===== src/rtl/sobel_pkg.sv =====
// sobel_pkg
//   Shared constants, types and helpers for the Sobel window engine.
//   Row vectors are indexed [0]=top, [1]=mid, [2]=bot throughout.
package sobel_pkg;

  localparam int PIX_W        = 8;
  localparam int PIX_PER_WORD = 4;
  localparam int DATA_W       = PIX_W * PIX_PER_WORD;
  localparam int ROWS         = 3;
  localparam int MAG_W        = 11;   // |gx|+|gy| <= 2040
  localparam int MAG_MAX      = 255;  // saturation point of the magnitude output

  typedef enum logic [1:0] {
    EMPTY,  // no word held
    HOLD,   // one word held, waiting for its right-hand neighbour
    FLUSH   // line ended, held word still to be emitted
  } state_e;

  // One pixel column across the three rows.
  typedef logic [ROWS-1:0][PIX_W-1:0]  col_t;
  // Three vertically aligned words.
  typedef logic [ROWS-1:0][DATA_W-1:0] rows_t;

  // Extract pixel column idx (0 = leftmost) from a set of row words.
  function automatic col_t word_col(input rows_t w, input int idx);
    col_t col;
    for (int r = 0; r < ROWS; r++) begin
      col[r] = w[r][idx*PIX_W +: PIX_W];
    end
    return col;
  endfunction

endpackage


===== src/rtl/sobel_pixel_kernel.sv =====
// sobel_pixel_kernel
//   Combinational Sobel magnitude for one pixel of a 3x3 window.
//   Window pixels a..i are row-major; the centre pixel e carries zero weight
//   in both kernels, so it is not a port.
// Ports
//   a,b,c,d,f,g,h,i  in   PIX_W  window neighbours
//   result           out  PIX_W  saturated magnitude (THRESH=0) or binary edge
module sobel_pixel_kernel
  import sobel_pkg::*;
#(
  parameter int unsigned THRESH = 0
) (
  input  logic [PIX_W-1:0] a,
  input  logic [PIX_W-1:0] b,
  input  logic [PIX_W-1:0] c,
  input  logic [PIX_W-1:0] d,
  input  logic [PIX_W-1:0] f,
  input  logic [PIX_W-1:0] g,
  input  logic [PIX_W-1:0] h,
  input  logic [PIX_W-1:0] i,
  output logic [PIX_W-1:0] result
);

  localparam logic [MAG_W-1:0] SAT = MAG_W'(MAG_MAX);

  logic [MAG_W-1:0] gx_pos, gx_neg, gy_pos, gy_neg;
  logic [MAG_W-1:0] abs_gx, abs_gy, mag;

  // NOTE: every signal written here is assigned on every path, so no latch
  // can be inferred; a missing else/default is how latches sneak in.
  always_comb begin
    gx_pos = MAG_W'(c) + (MAG_W'(f) << 1) + MAG_W'(i);
    gx_neg = MAG_W'(a) + (MAG_W'(d) << 1) + MAG_W'(g);
    gy_pos = MAG_W'(g) + (MAG_W'(h) << 1) + MAG_W'(i);
    gy_neg = MAG_W'(a) + (MAG_W'(b) << 1) + MAG_W'(c);
    // Each partial sum is at most 1020, so subtracting the smaller from the
    // larger yields |g| directly without a signed intermediate.
    abs_gx = (gx_pos >= gx_neg) ? (gx_pos - gx_neg) : (gx_neg - gx_pos);
    abs_gy = (gy_pos >= gy_neg) ? (gy_pos - gy_neg) : (gy_neg - gy_pos);
    mag    = abs_gx + abs_gy;
    if (THRESH == 0) begin
      result = (mag > SAT) ? '1 : mag[PIX_W-1:0];
    end else begin
      result = (32'(mag) >= THRESH) ? '1 : '0;
    end
  end

endmodule


===== src/rtl/sobel_window_engine.sv =====
// sobel_window_engine
//   Builds a 3x3 window across word boundaries from a stream of three
//   vertically aligned row words and emits one packed Sobel edge word per
//   input word. Image edges replicate the outermost pixel column; lines
//   (delimited by in_last) never share column state.
// Ports
//   clk, rst_n                      clock, asynchronous active-low reset
//   in_valid/in_ready/in_last       input beat handshake, end of line marker
//   row_top/row_mid/row_bot  [31:0] row words, pixel 0 in bits [7:0]
//   out_valid/out_ready             output handshake
//   out_data                 [31:0] four edge pixels, same packing as input
module sobel_window_engine
  import sobel_pkg::*;
#(
  parameter int unsigned THRESH = 0
) (
  input  logic              clk,
  input  logic              rst_n,
  input  logic              in_valid,
  output logic              in_ready,
  input  logic              in_last,
  input  logic [DATA_W-1:0] row_top,
  input  logic [DATA_W-1:0] row_mid,
  input  logic [DATA_W-1:0] row_bot,
  output logic              out_valid,
  input  logic              out_ready,
  output logic [DATA_W-1:0] out_data
);

  localparam int LAST_PIX = PIX_PER_WORD - 1;
  localparam int EXT_W    = (PIX_PER_WORD + 2) * PIX_W;

  state_e state, state_nxt;
  rows_t  cur_q;     // word waiting for its right-hand neighbour
  col_t   left_q;    // column immediately left of cur_q
  rows_t  in_rows;

  logic   out_free, accept, emit;
  rows_t  win_cur;
  col_t   win_left, win_right;
  logic [ROWS-1:0][EXT_W-1:0] ext_row;
  logic [DATA_W-1:0]          edge_word;

  assign in_rows = {row_bot, row_mid, row_top};

  // State register.
  // NOTE: sequential state uses non-blocking (<=) so every flop samples the
  // pre-edge values; blocking here would create order-dependent races.
  always_ff @(posedge clk or negedge rst_n) begin
    if (!rst_n) state <= EMPTY;
    else        state <= state_nxt;
  end

  // Next-state logic.
  always_comb begin
    state_nxt = state;
    unique case (state)
      EMPTY:   if (accept && !in_last) state_nxt = HOLD;
      HOLD:    if (accept && in_last)  state_nxt = FLUSH;
      FLUSH:   if (out_free)           state_nxt = EMPTY;
      default: state_nxt = EMPTY;
    endcase
  end

  // Handshake and window source selection.
  always_comb begin
    out_free  = !out_valid || out_ready;
    in_ready  = (state != FLUSH) && out_free;
    accept    = in_valid && in_ready;
    emit      = 1'b0;
    win_cur   = cur_q;
    win_left  = left_q;
    win_right = word_col(cur_q, LAST_PIX);
    unique case (state)
      EMPTY: begin
        // A single-word line is emitted straight from the input, both edges
        // replicated.
        emit      = accept && in_last;
        win_cur   = in_rows;
        win_left  = word_col(in_rows, 0);
        win_right = word_col(in_rows, LAST_PIX);
      end
      HOLD: begin
        emit      = accept;
        win_right = word_col(in_rows, 0);
      end
      FLUSH:   emit = out_free;
      default: emit = 1'b0;
    endcase
  end

  // Held word and left column.
  // NOTE: these are a handful of control-relevant registers, not a memory
  // array, so resetting them is cheap and makes a mid-line reset clean.
  always_ff @(posedge clk or negedge rst_n) begin
    if (!rst_n) begin
      cur_q  <= '0;
      left_q <= '0;
    end else if (accept) begin
      if (state == EMPTY && !in_last) begin
        cur_q  <= in_rows;
        left_q <= word_col(in_rows, 0);
      end else if (state == HOLD) begin
        left_q <= word_col(cur_q, LAST_PIX);
        cur_q  <= in_rows;
      end
    end
  end

  // Extended rows: left column, the four word pixels, right column.
  always_comb begin
    for (int r = 0; r < ROWS; r++) begin
      ext_row[r] = {win_right[r], win_cur[r], win_left[r]};
    end
  end

  for (genvar p = 0; p < PIX_PER_WORD; p++) begin : g_pix
    sobel_pixel_kernel #(.THRESH(THRESH)) u_kernel (
      .a      (ext_row[0][p*PIX_W +: PIX_W]),
      .b      (ext_row[0][(p+1)*PIX_W +: PIX_W]),
      .c      (ext_row[0][(p+2)*PIX_W +: PIX_W]),
      .d      (ext_row[1][p*PIX_W +: PIX_W]),
      .f      (ext_row[1][(p+2)*PIX_W +: PIX_W]),
      .g      (ext_row[2][p*PIX_W +: PIX_W]),
      .h      (ext_row[2][(p+1)*PIX_W +: PIX_W]),
      .i      (ext_row[2][(p+2)*PIX_W +: PIX_W]),
      .result (edge_word[p*PIX_W +: PIX_W])
    );
  end

  // Output register: an emit overrides a concurrent fire so back-to-back
  // words stream without a bubble; data holds while stalled.
  always_ff @(posedge clk or negedge rst_n) begin
    if (!rst_n) begin
      out_valid <= 1'b0;
      out_data  <= '0;
    end else if (emit) begin
      out_valid <= 1'b1;
      out_data  <= edge_word;
    end else if (out_ready) begin
      out_valid <= 1'b0;
    end
  end

endmodule


===== config.mk =====
export PLATFORM = sky130hd
export DESIGN_NAME = sobel_window_engine
export DESIGN_NICKNAME = d
export VERILOG_FILES = /design/src/rtl/sobel_pkg.sv /design/src/rtl/sobel_pixel_kernel.sv /design/src/rtl/sobel_window_engine.sv
export SDC_FILE = /design/constraint.sdc
export NUM_CORES = 1
export LEC_CHECK = 0
export CAP_MARGIN = 0
export CORE_ASPECT_RATIO = 0.5
export CORE_UTILIZATION = 60
export CTS_BUF_LIST = sky130_fd_sc_hd__clkbuf_16
export CTS_CLUSTER_DIAMETER = 120
export DETAILED_ROUTE_END_ITERATION = 6
export PLACE_DENSITY = 0.8
export SKIP_LAST_GASP = 1
export SLEW_MARGIN = 15
export SYNTH_ARGS = -nofsm -noshare
export SYNTH_HDL_FRONTEND = slang
export SYNTH_HIERARCHICAL = 1
export SYNTH_SLANG_ARGS = --single-unit

===== constraint.sdc =====
create_clock -name clk -period 14.8 [get_ports clk]
set_input_delay 2.96 -clock clk [delete_from_list [all_inputs] [get_ports clk]]
set_output_delay 2.96 -clock clk [all_outputs]
set_load 0.05 [all_outputs]

==> run_results.csv <==
group,metric,value,unit
global_route,gr-usage-all-layers,0.363,
final_layout,drive_gt1_frac,0.0656,
placed_design,hpwl,66000,um
clock_tree,cts_resized,0,
yosys,synth_nets,3806,
global_route,grt_pass1_vias,22900,
clock_tree,clockRootBuffer,"clkbuf_16",
timing,hold_viol,0,
yosys,muxShareOfSynthArea,0.106,
yosys,yosys_warnings,6,
final_layout,multi_input_area,21300,um2
clock_tree,clock-sinks,155,
yosys,synth_top_area_frac,0.171,
timing,max_slew_margin,0.216,
yosys,ys_ff_latch,155,
drt,top_layer,"met4",
drt,vias,24200,
clock_tree,post-cts-setup-buffers,0,
setup_path,arrival,12.07,ns
drt,drtAntennaViolNets,0,
drt,wl_per_cell,21.5,um
yosys,synth-main-ff-cell,"dfrtp_1",
drt,drt_iter0_drc,2292,
timing,final.period_utilization,0.794,
yosys,synth_common_cells,"nand2_1, ha_1, inv_1",
placed_design,gp_congestion,0.985,
timing,rsz0062_at_grt,"no",
final_layout,nFillCells,3589,
timing,hold_slack,0.490,ns
timing,slew_viol_final,0,
outcome,violations,"DRC",
clock_tree,clkLatencyLatePin,0.47,ns
setup_path,path_max_fanout,15,
yosys,synth.most_common_cell,"nand2_1",
die,die_h,152,um
yosys,syn_area,26900,um2
timing,fmax,0.0851,GHz
timing,setup_tns,0,ns
global_route,grt_pass1_wl,128000,um
yosys,ys_types,110,
yosys,synth_top_family_by_area,"adder cells",
clock_tree,cts_tree,"built",
yosys,synth_area_leader_cell,"ha_1",
placed_design,io_buffers,134,
yosys,syn_avg_cell_area,8.37,um2
clock_tree,cts_buffer_depth,2,
clock_tree,cts_max_level,4,
global_route,grt_max_degree,99,
global_route,antenna_found_initial,2,
setup_path,critPathKind,"in -> reg",
setup_path,critPathLaunchType,"input pin",
drt,route.detailed.drc,8,
global_route,overflow,0,
clock_tree,cts_made_buffers,17,
setup_path,required,15.11,ns
final_layout,final_net_count,3856,
die,die-area,45700,um2
yosys,synth-compound-area-share,0.209,
clock_tree,holdBufCountCts,0,
timing,setup-violations-final,0,
final_layout,area_growth,8.32,%
drt,wl_met3,7930,um
setup_path,crit_path_end_kind,"flip-flop",
drt,drt-vias-per-instance,6.26,
setup_path,critPathMaxStageDelay,0.84,ns
yosys,synth_xor_area_frac,0.0651,
final_layout,seq_area,3880,um2
drt,met2_length,35700,um
drt,totalWireLength,82900,um
die,ioPinCount,135,
drt,m1WireLength,36600,um
timing,fin_worst_skew,0.0191,ns
die,die_x,301,um
yosys,synthSimpleGateAreaFrac,0.146,
clock_tree,clk_pin_slew,0.07,ns
setup_path,slowest_stage,"o21bai_1",
yosys,synth-edff-count,0,
yosys,ys_seq_area_frac,0.144,
outcome,status,"finished, violations left",
die,fp-row-count,54,
timing,fin_crit,11.75,ns
timing,tightest_slew,1.16,ns
min_path,min-delay-path-class,"reg -> reg",
yosys,async_reset_ff_frac,1.00,
drt,drtPass1Iterations,7,
die,start_util,0.612,
yosys,synth_cells,3213,
flow_run,cap_viol_max_count,0,
yosys,synthAdderAreaFrac,0.263,
die,core,43900,um2
yosys,synthTopCellsByArea,"ha_1, dfrtp_1, fa_1",
[layout make-up]
cell class                      count  share of cell area
Clock inverter                     15             0.00657
Timing Repair Buffer              160              0.0528
Sequential cell                   155               0.133
Tap cell                          588              0.0253
Clock buffer                       17              0.0146
Multi-Input combinational cell   2633               0.729
Inverter                          296              0.0381
Antenna cell                        1           0.0000859
[placed cells by master (no fill, tap or decap), drive strengths merged, types with 38 or more instances in the layout]
cell / instances
mux2: 175
xor2: 58
a21o: 106
nand3: 46
o21ai: 182
a21oi: 210
o21a: 38
clkdlybuf4s50: 133
xnor2: 142
nor2: 84
o21bai: 80
nand2: 487
dfrtp: 155
ha: 368
inv: 304
nor3: 40
fa: 124
mux2i: 85
[state kept, by name, summed over array words and instances, names as in the netlist]
signal / cells
state: 2
cur_q: 96
out_data: 32
left_q: 24
out_valid: 1
[critical path, delay by kind of cell]
family | cells | cell delay [ns]
simple gates | 13 | 3.23
compound gates | 8 | 2.38
fa+ha+maj | 5 | 1.73
xor+xnor | 4 | 0.72
buf+inv | 2 | 0.54
mux | 1 | 0.47
[metrics by stage]
stage               cells  instance area, um2  setup slack (ns)   util
finish               3865               29100              3.05  0.663
global route         3864               29100              2.47  0.663
CTS                  3864               29100              3.26  0.663
detailed placement   3832               28500              2.79  0.649
global placement     3832               28500              3.03  0.649
floorplan            3213               26900              4.69      -
[final timing paths]
check | start | endpoint | slack, ns | depth (start not counted)
max | row_top[17] | out_data[31] | 3.05 | 33
min | cur_q[37] | cur_q[37] | 0.49 | 1
max reg2reg | state[1] | out_data[31] | 4.32 | 33
min reg2reg | cur_q[37] | cur_q[37] | 0.49 | 1
max in group asynchronous | rst_n | out_data[24] | 10.75 | 2
min in group asynchronous | rst_n | cur_q[74] | 2.59 | 1
[per-layer routing]
layer  vias up  track usage
met1     11700        0.505
met2       977        0.563
met4         0        0.124
met3       170       0.0720
li1      11400            -
met5         -            0
[kinds of logic after synthesis]
group | after synthesis
fa+ha+maj | 492
xor+xnor | 200
flops | 155
simple gates | 838
compound gates | 843
mux | 260
buf+inv | 425
Power is left out: the tool's default activity adds up to more than one toggle a clock period on the data nets, which glitch-free logic cannot reach.
